$ cat src/rtl/mux8_sel_seq.sv
// Select sequencer feeding an 8:1 mux: holds a loaded word on d_out and steps sel through all
// eight indices at a programmable slot length. Optional abort input: define MUX8_SEQ_ABORT_EN.
module mux8_sel_seq #(
  parameter int DIV_W     = 8,
  parameter bit MSB_FIRST = 1'b0
) (
  input  logic             clk,
  input  logic             rst_n,
`ifdef MUX8_SEQ_ABORT_EN
  input  logic             abort,
`endif
  input  logic             load_valid,
  output logic             load_ready,
  input  logic [7:0]       load_data,
  input  logic [DIV_W-1:0] div,
  output logic [7:0]       d_out,
  output logic [2:0]       sel,
  output logic             bit_strobe,
  output logic             busy,
  output logic             done
);

  typedef enum logic [1:0] {
    ST_IDLE,
    ST_SHIFT,
    ST_DONE
  } state_t;

  localparam logic [2:0] SEL_FIRST = MSB_FIRST ? 3'd7 : 3'd0;

  state_t             state_reg, state_next;
  logic [7:0]         d_out_reg, d_out_next;
  logic [DIV_W-1:0]   div_q_reg, div_q_next;
  logic [DIV_W-1:0]   slot_cnt_reg, slot_cnt_next;
  logic [2:0]         sel_reg, sel_next;
  logic [2:0]         bit_cnt_reg, bit_cnt_next;
  logic               done_reg, done_next;
  logic               busy_reg, busy_next;
  logic               abort_req;
  logic               slot_end;

`ifdef MUX8_SEQ_ABORT_EN
  assign abort_req = abort;
`else
  assign abort_req = 1'b0;
`endif

  assign slot_end   = (state_reg == ST_SHIFT) && (slot_cnt_reg == '0);
  // The strobe still fires on a slot end that coincides with an abort.
  assign bit_strobe = slot_end;
  assign load_ready = rst_n && (state_reg == ST_IDLE);

  assign d_out = d_out_reg;
  assign sel   = sel_reg;
  assign busy  = busy_reg;
  assign done  = done_reg;

  always_comb begin
    state_next    = state_reg;
    d_out_next    = d_out_reg;
    div_q_next    = div_q_reg;
    slot_cnt_next = slot_cnt_reg;
    sel_next      = sel_reg;
    bit_cnt_next  = bit_cnt_reg;
    done_next     = 1'b0;

    case (state_reg)
      ST_IDLE: begin
        if (load_valid) begin
          state_next    = ST_SHIFT;
          d_out_next    = load_data;
          div_q_next    = div;
          sel_next      = SEL_FIRST;
          bit_cnt_next  = 3'd0;
          slot_cnt_next = div;
        end
      end
      ST_SHIFT: begin
        if (abort_req) begin
          state_next = ST_DONE;
          done_next  = 1'b1;
        end else if (slot_end) begin
          if (bit_cnt_reg == 3'd7) begin
            // sel stays on the final index through DONE and IDLE.
            state_next = ST_DONE;
            done_next  = 1'b1;
          end else begin
            bit_cnt_next  = bit_cnt_reg + 3'd1;
            sel_next      = MSB_FIRST ? (sel_reg - 3'd1) : (sel_reg + 3'd1);
            slot_cnt_next = div_q_reg;
          end
        end else begin
          slot_cnt_next = slot_cnt_reg - 1'b1;
        end
      end
      ST_DONE: begin
        state_next = ST_IDLE;
      end
      default: begin
        state_next = ST_IDLE;
      end
    endcase

    busy_next = (state_next != ST_IDLE);
  end

  always_ff @(posedge clk) begin
    if (!rst_n) begin
      state_reg    <= ST_IDLE;
      d_out_reg    <= '0;
      div_q_reg    <= '0;
      slot_cnt_reg <= '0;
      sel_reg      <= '0;
      bit_cnt_reg  <= '0;
      done_reg     <= 1'b0;
      busy_reg     <= 1'b0;
    end else begin
      state_reg    <= state_next;
      d_out_reg    <= d_out_next;
      div_q_reg    <= div_q_next;
      slot_cnt_reg <= slot_cnt_next;
      sel_reg      <= sel_next;
      bit_cnt_reg  <= bit_cnt_next;
      done_reg     <= done_next;
      busy_reg     <= busy_next;
    end
  end

endmodule

$ cat config.mk
export PLATFORM = sky130hd
export DESIGN_NAME = mux8_sel_seq
export DESIGN_NICKNAME = d
export VERILOG_FILES = /design/src/rtl/mux8_sel_seq.sv
export SDC_FILE = /design/constraint.sdc
export NUM_CORES = 1
export LEC_CHECK = 0
export ABC_AREA = 0
export CAP_MARGIN = 5
export CORE_ASPECT_RATIO = 0.75
export CORE_UTILIZATION = 50
export CTS_BUF_LIST = sky130_fd_sc_hd__clkbuf_2 sky130_fd_sc_hd__clkbuf_4 sky130_fd_sc_hd__clkbuf_8
export DETAILED_ROUTE_END_ITERATION = 6
export PLACE_DENSITY = 0.77
export SLEW_MARGIN = 20
export SYNTH_ARGS = -nofsm -noshare
export SYNTH_HDL_FRONTEND = slang
export SYNTH_SLANG_ARGS = --single-unit
$ cat constraint.sdc
create_clock -name clk -period 5.66 [get_ports clk]
set_input_delay 0.566 -clock clk [delete_from_list [all_inputs] [get_ports clk]]
set_output_delay 0.566 -clock clk [all_outputs]
set_load 0.01 [all_outputs]
=== Word-level counts from Yosys, hierarchy flattened ===
Index checks and enable logic that the tools add are counted.
Widths: inputs -> output; s select.

* $mul: 0
* Equality and inequality tests: 6
* Shift-type cells: 0
* Multiplexer cells: 16
* Order comparisons: 0
* Reductions and logical operators: 10
* Add/subtract/negate cells: 3
* Bitwise gates (word level): 0
* Div/mod/pow operators: 0

{| class="wikitable"
|+ Operators with widths
! cell !! count
|-
| $mux 8 || 3
|-
| $pmux 8 s2 || 1
|-
| $mux 3 || 5
|-
| $pmux 3 s2 || 2
|-
| $logic_not 8->1 || 1
|-
| $sub 8x1->8 const B || 1
|-
| $add 3x1->3 const B || 2
|-
| $mux 2 || 3
|-
| $ne 2x2->1 const B || 3
|-
| $reduce_and 3->1 || 2
|-
| $pmux 2 s2 || 1
|-
| $reduce_and 4->1 || 1
|-
| $reduce_bool 2->1 || 2
|-
| $eq 3x3->1 const B || 1
|-
| $ne 3x3->1 const B || 1
|-
| $eq 2x1->1 const B || 1
|-
| $logic_and 1x1->1 || 2
|-
| $logic_not 2->1 || 1
|-
| $reduce_and 2->1 || 1
|-
| $mux 1 || 1
|}

* Latch bits: 0
* Output and inout bits: 15
* ROM bits: 0
* Bits in writable memories: 0
* Register bits: 34
* Memories: 0
* Logic and storage cells: 43

=== Logic depth before layout (Yosys ltp) ===
* Depth after elaboration: 5
* Depth in mapped cells: 7
* Gate-level depth less buffers: 6

=== Worst setup path before layout ===
Ideal clock, no wire load.

* Path type: flip-flop to output port
* Start: reg slot_cnt_reg[0]
* End: out bit_strobe
* Path slack: 3.752 ns
* Cell stages (with the launch flop): 6
* Arrival time: 1.342 ns
* Required time: 5.094 ns
* Cell sequence: dfxtp_1 > inv_1 > ha_1 > nor3b_2 > nand2_1 > nor2_1

* Cells in the longest elaborated chain, start to end: 2

{| class="wikitable"
|+ Ends and longest elaborated chain
! what !! RTL line !! text
|-
| start: declaration || 34 || <nowiki>logic [DIV_W-1:0] slot_cnt_reg, slot_cnt_next;</nowiki>
|-
| start signal: assignment || 121 || <nowiki>slot_cnt_reg <= slot_cnt_next;</nowiki>
|-
| $logic_not 8->1 || 48 || <nowiki>assign slot_end = (state_reg == ST_SHIFT) && (slot_cnt_reg == '0);</nowiki>
|-
| $logic_and 1x1->1 || 48 ||
|-
| end: declaration || 18 || <nowiki>output logic bit_strobe,</nowiki>
|}

Every way passes these cells.

=== Worst setup path after layout ===
Same ends and word-level chain as after synthesis.

==> flow_summary.yaml <==
placement:
  post-place-ws_ns: 2.97
  place_congestion: 0.822
  hpwl_um: 2450
  place_inst: 252
  port_buffers: 33
sta:
  setup_viol: 0
  fin_setup_tns_ns: 0
  drv_slew: 0
  min_period_over_period_pct: 54.0
  clock_skew_ns: 0.00759
  period_needed_ns: 3.05
  holdWs_ns: 0.464
  fmax_ghz: 0.327
  max-slew-margin-rel_pct: 42.2
  finalWorstSetupSlack_ns: 2.61
  rsz0062_at_grt: "no"
  worstMarginPinSlew_ns: 0.865
  finalHoldViolCount: 0
clocking:
  clock_latency_ns: 0.29
  cts_setup_buffers: 0
  clkSinkCount: 34
  htree_levels: 2
  postCtsHoldBufs: 0
  cts_tree: "done"
  cts_resized: 0
  clkTransAtPathRegs_ns: 0.06
  cts_buffers: 5
  clockRootBuffer: "clkbuf_8"
  cts_buffer_depth: 2
setup_path:
  r2r-start: "state_reg[0]$_SDFF_PN0_"
  reg2reg_to: "slot_cnt_reg[3]$_SDFFE_PN0P_"
  arrival_ns: 2.49
  crit_type: "flop to primary output"
  critPathMaxStageDelay_ns: 0.55
  path_cells: "inv_1 -> ha_1 -> nor3b_2 -> nand2_1 -> nor2_1 -> clkdlybuf4s50_1"
  worstPathRequired_ns: 5.09
  end_kind: "primary output"
  cpMaxStageDelayCell: "clkdlybuf4s50_1"
  r2r_cells: 4
  start_kind: "flop"
  reg2reg_slack_ns: 3.44
  crit_fanout: 8
die:
  coreArea_sq_um: 3000
  rows: 17
  start_util_pct: 53.3
  die_x_um: 67.3
  ios: 34
  die_h_um: 51.0
  dieArea_sq_um: 3430
finish:
  drive_gt1_share_pct: 7.21
  finalNonFillerCells: 260
  finish.net_count: 244
  utilization_pct: 67.9
  area_growth_pct: 27.4
  diodes: 0
global_route:
  grt_pass1_wl_um: 6080
  grt_max_degree: 38
  grt_pass1_vias: 1336
  grt_antenna_before_repair: 0
  grt_usage_pct: 24.1
  grt.overflow.total: 0
run_status:
  outcome: "complete, no violations"
pwr:
  sw_frac_of_total_pct: 27.5
  p_sw_mw: 0.154
  p_seq_share_pct: 47.8
  intPower_mw: 0.406
  leakage_nw: 0.748
  power_per_cell_area_nw_per_um2: 275
  p_clk_share_pct: 33.3
  ir_worst_vdd_uv: 203
  power_frac_comb_pct: 18.9
synth:
  synth.yosys.seq_area_share_pct: 42.6
  ys.flop_type: "dfxtp_1"
  synth_edf_count: 0
  yosys_warnings: 0
  synth-seq-cells: 34
  synth_cells: 191
  synth_fp_nets: 214
  syn_avg_cell_area_sq_um: 8.37
  syn-cell-area_sq_um: 1600
  ys_types: 39
  async_flop_share_pct: 0
drt:
  vias: 1480
  first_pass_iters: 4
  wl_per_cell_um: 13.9
  wirelength_um: 3610
  final_antenna_net_count: 0
  via_per_inst: 5.69
  drc_errors: 0
  drt_iter0_markers: 67
hold_path:
  hp-class: "flop to flop"
  hold_depth: 2
  min_to: "d_out[1]$_SDFFE_PN0P_"
  hp-start: "d_out[1]$_SDFFE_PN0P_"
flow_run:
  maxCapViolCount: 0
-- worst max path at each step --
stage / start / to / slack, ns / cells past startpoint
CTS: slot_cnt_reg[0]$_SDFFE_PN0P_ / bit_strobe / 2.66 / 6
floorplan: slot_cnt_reg[0]$_SDFFE_PN0P_ / bit_strobe / 3.75 / 5
global placement: rst_n / load_ready / 3.07 / 4
global route: slot_cnt_reg[0]$_SDFFE_PN0P_ / bit_strobe / 2.43 / 6
finish: slot_cnt_reg[0]$_SDFFE_PN0P_ / bit_strobe / 2.61 / 6
detailed placement: load_valid / slot_cnt_reg[6]$_SDFFE_PN0P_ / 2.97 / 5
-- metrics by stage --
step / cell area, sq um / power, mW
floorplan: 1600 / 0.338
global placement: 1930 / 0.373
detailed placement: 1930 / 0.377
CTS: 2030 / 0.561
global route: 2040 / 0.589
finish: 2040 / 0.559
-- synth_stat cells, drive strengths merged (3+ instances only) --
library cell	count	area share, %
a21boi	16	7.5
nor3	7	2.2
a31oi	6	2.3
o22ai	3	1.2
a32o	4	2.5
and2	4	1.6
clkbuf	8	1.9
nor2	7	1.6
nand2	46	11
ha	4	3.1
a21oi	5	1.6
o21ai	8	2.5
dfxtp	34	43
xor2	3	1.6
inv	4	0.94
o211ai	4	1.9
nand3	3	0.94
-- cell type report --
type | count | area [sq um]
Inverter | 4 | 15.0
Tap cell | 38 | 47.5
Clock buffer | 7 | 90.1
Timing Repair Buffer | 34 | 338
Fill cell | 235 | 963
Clock inverter | 1 | 5.00
Multi-Input combinational cell | 142 | 860
Sequential cell | 34 | 681
-- cells in the final DEF, fill, tap and decap left out, types with 5 or more instances in the layout --
cell             count
a21boi_0            16
a21oi_1              5
clkbuf_8             6
a31oi_1              6
dfxtp_1             34
nor2_1               7
clkdlybuf4s50_1     33
nor3_1               7
o21ai_0              7
nand2_1             46
-- power by group through the flow --
| stage | sequential (mW) | clock [mW] | combinational, mW |
|---|---|---|---|
| after detailed placement | 0.272 | 0 | 0.105 |
| after global placement | 0.272 | 0 | 0.101 |
| after floorplan | 0.271 | 0 | 0.0669 |
| final | 0.267 | 0.186 | 0.106 |
| after CTS | 0.267 | 0.189 | 0.105 |
| after global routing | 0.269 | 0.202 | 0.118 |
-- logic make-up (layout without fill, tap and decap cells) --
family	count (synthesis)	after routing	share of synthesized area, %
simple gates	78	78	23.2
compound gates	57	57	25.4
flops	34	34	42.6
buf+inv	15	46	4.07
fa+ha+maj	4	4	3.13
xor+xnor	3	3	1.64
-- critical path, delay by kind of cell, from the launching register on --
kind,cells,cell delay [ns]
flip-flops,1,0.35
buffers and inverters,2,0.62
adder cells (fa/ha/maj),1,0.29
AND/OR/NAND/NOR,3,0.93
-- per-layer routing --
metal	vias up	routed length, um	GRT usage (%)
met2	36	1680	38.5
li1	746	-	-
met3	5	177	6.03
met5	-	0	0
met1	693	1720	30.7
met4	0	33	9.57
Note: power is estimated with default switching activity, not from simulation.
